--- config.mk ---
export PLATFORM = sky130hd
export DESIGN_NAME = rom_read_arbiter
export DESIGN_NICKNAME = d
export VERILOG_FILES = /design/src/rtl/rom_read_arbiter.sv
export SDC_FILE = /design/constraint.sdc
export NUM_CORES = 1
export LEC_CHECK = 0
export CAP_MARGIN = 40
export CORE_MARGIN = 4
export CORE_UTILIZATION = 37
export CTS_CLUSTER_SIZE = 25
export DETAILED_ROUTE_END_ITERATION = 7
export GPL_TIMING_DRIVEN = 0
export PLACE_DENSITY_LB_ADDON = 0.25
export RECOVER_POWER = 50
export SLEW_MARGIN = 20
export SYNTH_ARGS = -nofsm -noshare
export SYNTH_HDL_FRONTEND = slang
export SYNTH_SLANG_ARGS = --single-unit
--- constraint.sdc ---
create_clock -name clk -period 1.4 [get_ports clk]
set_input_delay 0.14 -clock clk [delete_from_list [all_inputs] [get_ports clk]]
set_output_delay 0.14 -clock clk [all_outputs]
set_load 0.005 [all_outputs]
--- src/rtl/rom_read_arbiter.sv ---
// Two-requester round-robin arbiter in front of a single-cycle-latency ROM.
// One read in flight at a time; the response is held until the consumer takes it.
module rom_read_arbiter #(
    parameter int ADDR_WIDTH = 3,
    parameter int DATA_WIDTH = 32
) (
    input  logic                  clk,
    input  logic                  rst,
    input  logic                  req0_valid,
    input  logic [ADDR_WIDTH-1:0] req0_addr,
    output logic                  req0_ready,
    input  logic                  req1_valid,
    input  logic [ADDR_WIDTH-1:0] req1_addr,
    output logic                  req1_ready,
    output logic                  rsp_valid,
    input  logic                  rsp_ready,
    output logic [DATA_WIDTH-1:0] rsp_data,
    output logic                  rsp_id,
    output logic                  rom_rd_en,
    output logic [ADDR_WIDTH-1:0] rom_addr,
    input  logic [DATA_WIDTH-1:0] rom_data
);

    // state | meaning
    // IDLE  | accepting requests, ROM read issued in the granting cycle
    // WAIT  | ROM word arriving, captured into the response register
    // RESP  | response presented, held until rsp_ready
    localparam logic [1:0] ST_IDLE = 2'd0;
    localparam logic [1:0] ST_WAIT = 2'd1;
    localparam logic [1:0] ST_RESP = 2'd2;

    logic [1:0]            state_q, state_d;
    logic                  last_grant_q, last_grant_d;
    logic                  gnt_q, gnt_d;
    logic [DATA_WIDTH-1:0] rsp_data_q, rsp_data_d;
    logic                  rsp_id_q, rsp_id_d;
    logic                  any_req;
    logic                  gnt_sel;
    logic                  accept;

    always_comb begin
        any_req = req0_valid | req1_valid;
        // Under contention the requester not served last wins; a lone requester always wins.
        if (req0_valid && req1_valid) begin
            gnt_sel = ~last_grant_q;
        end else begin
            gnt_sel = req1_valid;
        end
        accept     = (state_q == ST_IDLE) && any_req && !rst;
        req0_ready = accept && !gnt_sel;
        req1_ready = accept && gnt_sel;
        rom_rd_en  = accept;
        rom_addr   = accept ? (gnt_sel ? req1_addr : req0_addr) : '0;
        rsp_valid  = (state_q == ST_RESP);
        rsp_data   = rsp_data_q;
        rsp_id     = rsp_id_q;
    end

    always_comb begin
        state_d      = state_q;
        last_grant_d = last_grant_q;
        gnt_d        = gnt_q;
        rsp_data_d   = rsp_data_q;
        rsp_id_d     = rsp_id_q;
        case (state_q)
            ST_IDLE: begin
                if (accept) begin
                    state_d      = ST_WAIT;
                    last_grant_d = gnt_sel;
                    gnt_d        = gnt_sel;
                end
            end
            ST_WAIT: begin
                rsp_data_d = rom_data;
                rsp_id_d   = gnt_q;
                state_d    = ST_RESP;
            end
            ST_RESP: begin
                if (rsp_ready) begin
                    state_d = ST_IDLE;
                end
            end
            default: state_d = ST_IDLE;
        endcase
    end

    always_ff @(posedge clk) begin
        if (rst) begin
            state_q      <= ST_IDLE;
            last_grant_q <= 1'b1;
            gnt_q        <= 1'b0;
            rsp_data_q   <= '0;
            rsp_id_q     <= 1'b0;
        end else begin
            state_q      <= state_d;
            last_grant_q <= last_grant_d;
            gnt_q        <= gnt_d;
            rsp_data_q   <= rsp_data_d;
            rsp_id_q     <= rsp_id_d;
        end
    end

endmodule
==> results of run 1 <==
-- kinds of logic after synthesis --
| kind of cell | after synthesis | share of synthesized area (%) |
|---|---|---|
| compound gates | 40 | 16.1 |
| buf+inv | 15 | 5.89 |
| flops | 37 | 53.6 |
| simple gates | 83 | 24.4 |
-- synthesized netlist by cell type, types with 2 or more instances --
cell and instances:
a32oi_1 3, buf_2 8, nand2_1 68, a21oi_1 34
dfxtp_1 37, clkbuf_1 3, nor2b_1 2, inv_1 2
nand2b_1 3, buf_6 2, nor2_1 8
-- state kept, by name, indices dropped and copies added (netlist names) --
name	count
rsp_data	32
state_q	2
gnt_q	1
last_grant_q	1
rsp_id	1
-- stage by stage --
stage	setup TNS, ps	instances	power [mW]
after CTS	-289	312	2.45
after detailed placement	-2150	302	1.69
after global placement	-2220	302	1.69
after global routing	-600	313	2.60
after floorplan	0	175	1.38
final	-234	313	2.46
-- routing by layer --
metal | vias to the layer above | global-route usage, % | share of wire, %
met3 | 7 | 8.43 | 11
li1 | 745 | - | -
met1 | 647 | 18.0 | 42
met4 | 0 | 5.86 | 1.3
met5 | - | 0 | 0
met2 | 57 | 26.7 | 46
-- worst max-delay path, cell delays in order, from the launching register on --
cell	delay, ps
dfxtp_2	320
or3_1	350
buf_6	150
nor2b_4	100
buf_2	120
-- timing repair --
item	CTS	global route
setup endpoints to repair	7	35
hold endpoints to repair	0	0
hold buffers	0	0
gates resized for setup	33	16
buffers inserted	3	1
pin swaps	4	3
-- final cells by class --
type | count | area share [%]
Buffer | 13 | 4.89
Clock buffer | 6 | 3.43
Clock inverter | 1 | 0.312
Inverter | 2 | 0.312
Multi-Input combinational cell | 123 | 24.1
Sequential cell | 37 | 30.9
Tap cell | 46 | 2.39
Timing Repair Buffer | 85 | 33.7
-- power groups by stage --
stage / sequential, mW / clock (mW) / combinational, mW
CTS: 1.16 / 0.771 / 0.519
floorplan: 1.19 / 0 / 0.194
global placement: 1.18 / 0 / 0.505
detailed placement: 1.18 / 0 / 0.508
global route: 1.17 / 0.835 / 0.601
finish: 1.16 / 0.750 / 0.547
-- how the worst max path moves through the flow --
| stage | end | slack [ps] |
|---|---|---|
| after floorplan | req0_ready | 320 |
| after global placement | req1_ready | -490 |
| after detailed placement | req1_ready | -460 |
| after CTS | req1_ready | -70 |
| after global routing | req1_ready | -110 |
| final | req1_ready | -70 |
==> metrics.cfg, run 1 <==
[grt]
grt_usage_pct = 16.3
gr-total-overflow = 0
grt_max_degree = 12
antenna_found_initial = 0
grt_first_pass_wirelength_um = 6270
grt_pass1_vias = 1398

[cells_and_area]
fillerInstances = 318
diodes = 0
final_cell_area_mm2 = 0.00240
mostFrequentLayoutCells = 74 x clkdlybuf4s50_1, 68 x nand2_1, 35 x dfxtp_1, 33 x a21oi_1, 7 x buf_2
syn_to_final_growth_pct = 74.1
final_core_util_pct = 69.3
regArea_um2 = 743
final_common_cell = clkdlybuf4s50_1
fin_nets = 310
drive_above_1_share_pct = 13.9
multiInputGateArea_um2 = 579

[critical_path]
timing.rr.end = last_grant_q
critPathLaunch = state_q[0]
arrival_ps = 1330
critPathKind = reg -> out
r2r_setup_slack_ps = 50
crit_path_end_kind = output port
ff2ff_path_depth = 6
required_ps = 1260
cp_max_fo = 7
cp-start-kind = flop
crit-reg2reg-launch = state_q[0]

[synth]
yosysSeqAreaShare_pct = 53.6
avgSynthCellArea_um2 = 7.89
synth.cell_area_mm2 = 0.00138
async_flop_share_pct = 0
yosysWarningCount = 0
synth_top_area_share_pct = 53.6
syn_nets = 218
synthTopCellsByArea = dfxtp_1 54%, nand2_1 18%, a21oi_1 12%
synth_top_area_cell = dfxtp_1
synth_edf_count = 0
ys_ff_latch = 37
syn_inst = 175
synth_ff_type = dfxtp_1
yosys.cell_types.count = 16

[timing]
hold_ws_ps = 48.9
finalSetupViolCount = 6
slew_violations = 0
worst_slew_pin_slew_ps = 457
hold_viol_final = 0
fmax_mhz = 682
fin_skew_ps = 1.37
grt_setup_unrepaired = yes
slew_headroom_pct = 69.5
fin_crit_sh_pct = 105
fin_ws_ps = -66.4
min_period_ps = 1470

[drt]
vias = 1456
wire_per_inst_um = 12.4
drcViolationCount = 0
drt_iter0_markers = 91
firstDrtPassIters = 4
viasPerCell = 4.65
routed_wl_um = 3870
drtAntennaViolNets = 0

[hold_path]
hold_end = rsp_data[13]
hold-path-cell-count = 2
hp-class = in -> reg
min-delay-start = rst

[job]
drv_cap = 0

[placement]
portBuffers = 81
place_congestion = 0.736
hpwl_um = 2810
placed_area_mm2 = 0.00225
pre_cts_ws_ps = -462

[die]
die_h_um = 69.1
ioPinCount = 83
fp-row-count = 21
start_util_pct = 39.8
die_width_um = 69.1
core_mm2 = 0.00347
die_area_mm2 = 0.00477

[cts]
cts_buffers = 5
clockRootBuffer = clkbuf_8
worstSkewPairLatency_ps = 280
cts.sinks = 37
ctsHtreeMaxLevel = 2
cts.path.max_buffers = 2
clk_pin_slew_ps = 70
cts_tree = yes

[outcome]
status = finished, violations left
violations = setup timing

[pwr]
power.switching_mw = 0.611
ir_worst_vdd_v = 0.000655
p_seq_share_pct = 47.2
p_sw_share_pct = 24.9
intPower_mw = 1.85
cellLeakagePower_nw = 0.919
clkPwrFrac_pct = 30.5
power.density_mw_per_mm2 = 1020
p_comb_share_pct = 22.3

Power figures use the tool's default switching activity.
==> inputs of run 2 (changes only) <==
Settings changed: GPL_TIMING_DRIVEN 0 to not set.
==> run 2 against run 1 <==
The run still ends with setup timing left. Register-to-register slack better by 50 ps. Flip-flop and latch count did not move. Combinational power is 4.4% lower. Non-clock buffer count fell by 2. Worst setup slack lost 74 ps. Sequential power about the same. Via count fell by 1.9%. Critical endpoint is now rom_addr[1]. Maximum frequency is 4.8% lower. Highest routed layer unchanged. Count of clock-buffer cells in the layout is 1 lower.
==> metrics.cfg, run 2 (same netlist as run 1, synthesis figures left out) <==
[cells_and_area]
diodes = 0
drive_above_1_share_pct = 12.5
multiInputGateArea_um2 = 583
regArea_um2 = 742
fillerInstances = 326
final_common_cell = clkdlybuf4s50_1
fin_nets = 308
largest_reg_flops = 32
mostFrequentLayoutCells = 72 x clkdlybuf4s50_1, 68 x nand2_1, 36 x dfxtp_1, 34 x a21oi_1, 8 x buf_4
syn_to_final_growth_pct = 70.7
instances_no_fill = 310

[placement]
portBuffers = 82
hpwl_um = 2710
place_congestion = 0.730
pre_cts_ws_ps = -415
dp.cells = 300

[die]
die_h_um = 69.1
core_mm2 = 0.00347
start_util_pct = 39.8
ioPinCount = 83
die_area_mm2 = 0.00477
fp-row-count = 21
die_width_um = 69.1

[grt]
antenna_found_initial = 0
grt_pass1_vias = 1320
grt_first_pass_wirelength_um = 6250
gr-total-overflow = 0
grt_usage_pct = 15.8
grt_max_degree = 37

[drt]
vias = 1428
drcViolationCount = 0
routed_wl_um = 3860
firstDrtPassIters = 4
drtAntennaViolNets = 0
wire_per_inst_um = 12.5
viasPerCell = 4.61
drt_iter0_markers = 93

[cts]
clk_pin_slew_ps = 70
cts.path.max_buffers = 2
worstSkewPairLatency_ps = 270
ctsHtreeMaxLevel = 2
cts_tree = yes
clockRootBuffer = clkbuf_8
hold_buffers = 0
cts.sinks = 37
cts_buffers = 5

[timing]
slew_headroom_pct = 74.4
fin_crit_sh_pct = 110
min_period_ps = 1540
grt_setup_unrepaired = yes
worst_slew_pin_slew_ps = 383
fin_ws_ps = -141
fmax_mhz = 649
slew_violations = 0
hold_ws_ps = 407
hold_viol_final = 0
finalSetupViolCount = 5
fin_skew_ps = 5.55

[critical_path]
cp_max_fo = 5
cp-start-kind = input pin
arrival_ps = 1400
critPathKind = in -> out
required_ps = 1260
crit_path_end_kind = output port

[outcome]
violations = setup timing
status = finished, violations left

[pwr]
cellLeakagePower_nw = 0.911
power.density_mw_per_mm2 = 998
power_mw = 2.35
ir_worst_vdd_v = 0.000545

[job]
drv_cap = 0

[hold_path]
hp-class = in -> reg

[run 2: cell types whose count changed in the layout (fill, tap and decap cells not counted), moves of 2 or more]
cell	change
buf_4	+4
buf_8	-3
clkbuf_1	-2
clkbuf_2	+2
clkbuf_4	-2
clkdlybuf4s50_1	-2
dlygate4sd3_1	+3
nor2_2	-2
[run 2: area by class of cell]
type / instances / area share [%]
repair buffers: 96 / 37.9
flip-flops and latches: 37 / 31.5
multi-input cells: 123 / 24.7
clock buffers: 5 / 2.92
well taps: 46 / 2.44
inverters: 2 / 0.318
clock inverters: 1 / 0.212
[run 2: timing repair]
action | 4_1_cts | 5_1_grt
setup endpoints to repair | 7 | 6
endpoints found under the hold margin | 0 | 0
gates cloned | 0 | 0
pin swaps | 2 | 2
gates resized for setup | 27 | 7
buffers inserted | 3 | 1
[run 2: stage by stage]
stage | cell area (µm²) | TNS [ps] | utilization [%]
finish | 2360 | -505 | 68.0
global route | 2360 | -1200 | 68.0
floorplan | 1380 | 0 | -
global placement | 2260 | -2330 | 65.3
CTS | 2350 | -523 | 67.6
detailed placement | 2260 | -2430 | 65.3
[run 2: routing by layer]
metal  wire [µm]  track usage, %
met4          13            3.25
met5           0               0
met2        1870            25.8
met1        1650            19.0
met3         329            7.27
[run 2: final timing paths]
check                from            to  slack (ps)  cells after the start
max reg2reg    state_q[1]         gnt_q         100                      6
max            req1_valid   rom_addr[1]        -140                      6
min reg2reg  rsp_data[27]  rsp_data[27]         450                      2
min          rom_data[16]  rsp_data[16]         410                      3
[run 2: power breakdown]
part	total (mW)	internal, mW	switching (mW)
clock	0.670	0.327	0.342
sequential	1.16	1.12	0.0346
combinational	0.523	0.312	0.211
[run 2: worst max-delay path: stages]
cell and delay [ps]:
clkdlybuf4s50_1 480, buf_4 120, nand2b_1 120, a32oi_1 350, nor2_4 50, buf_2 140
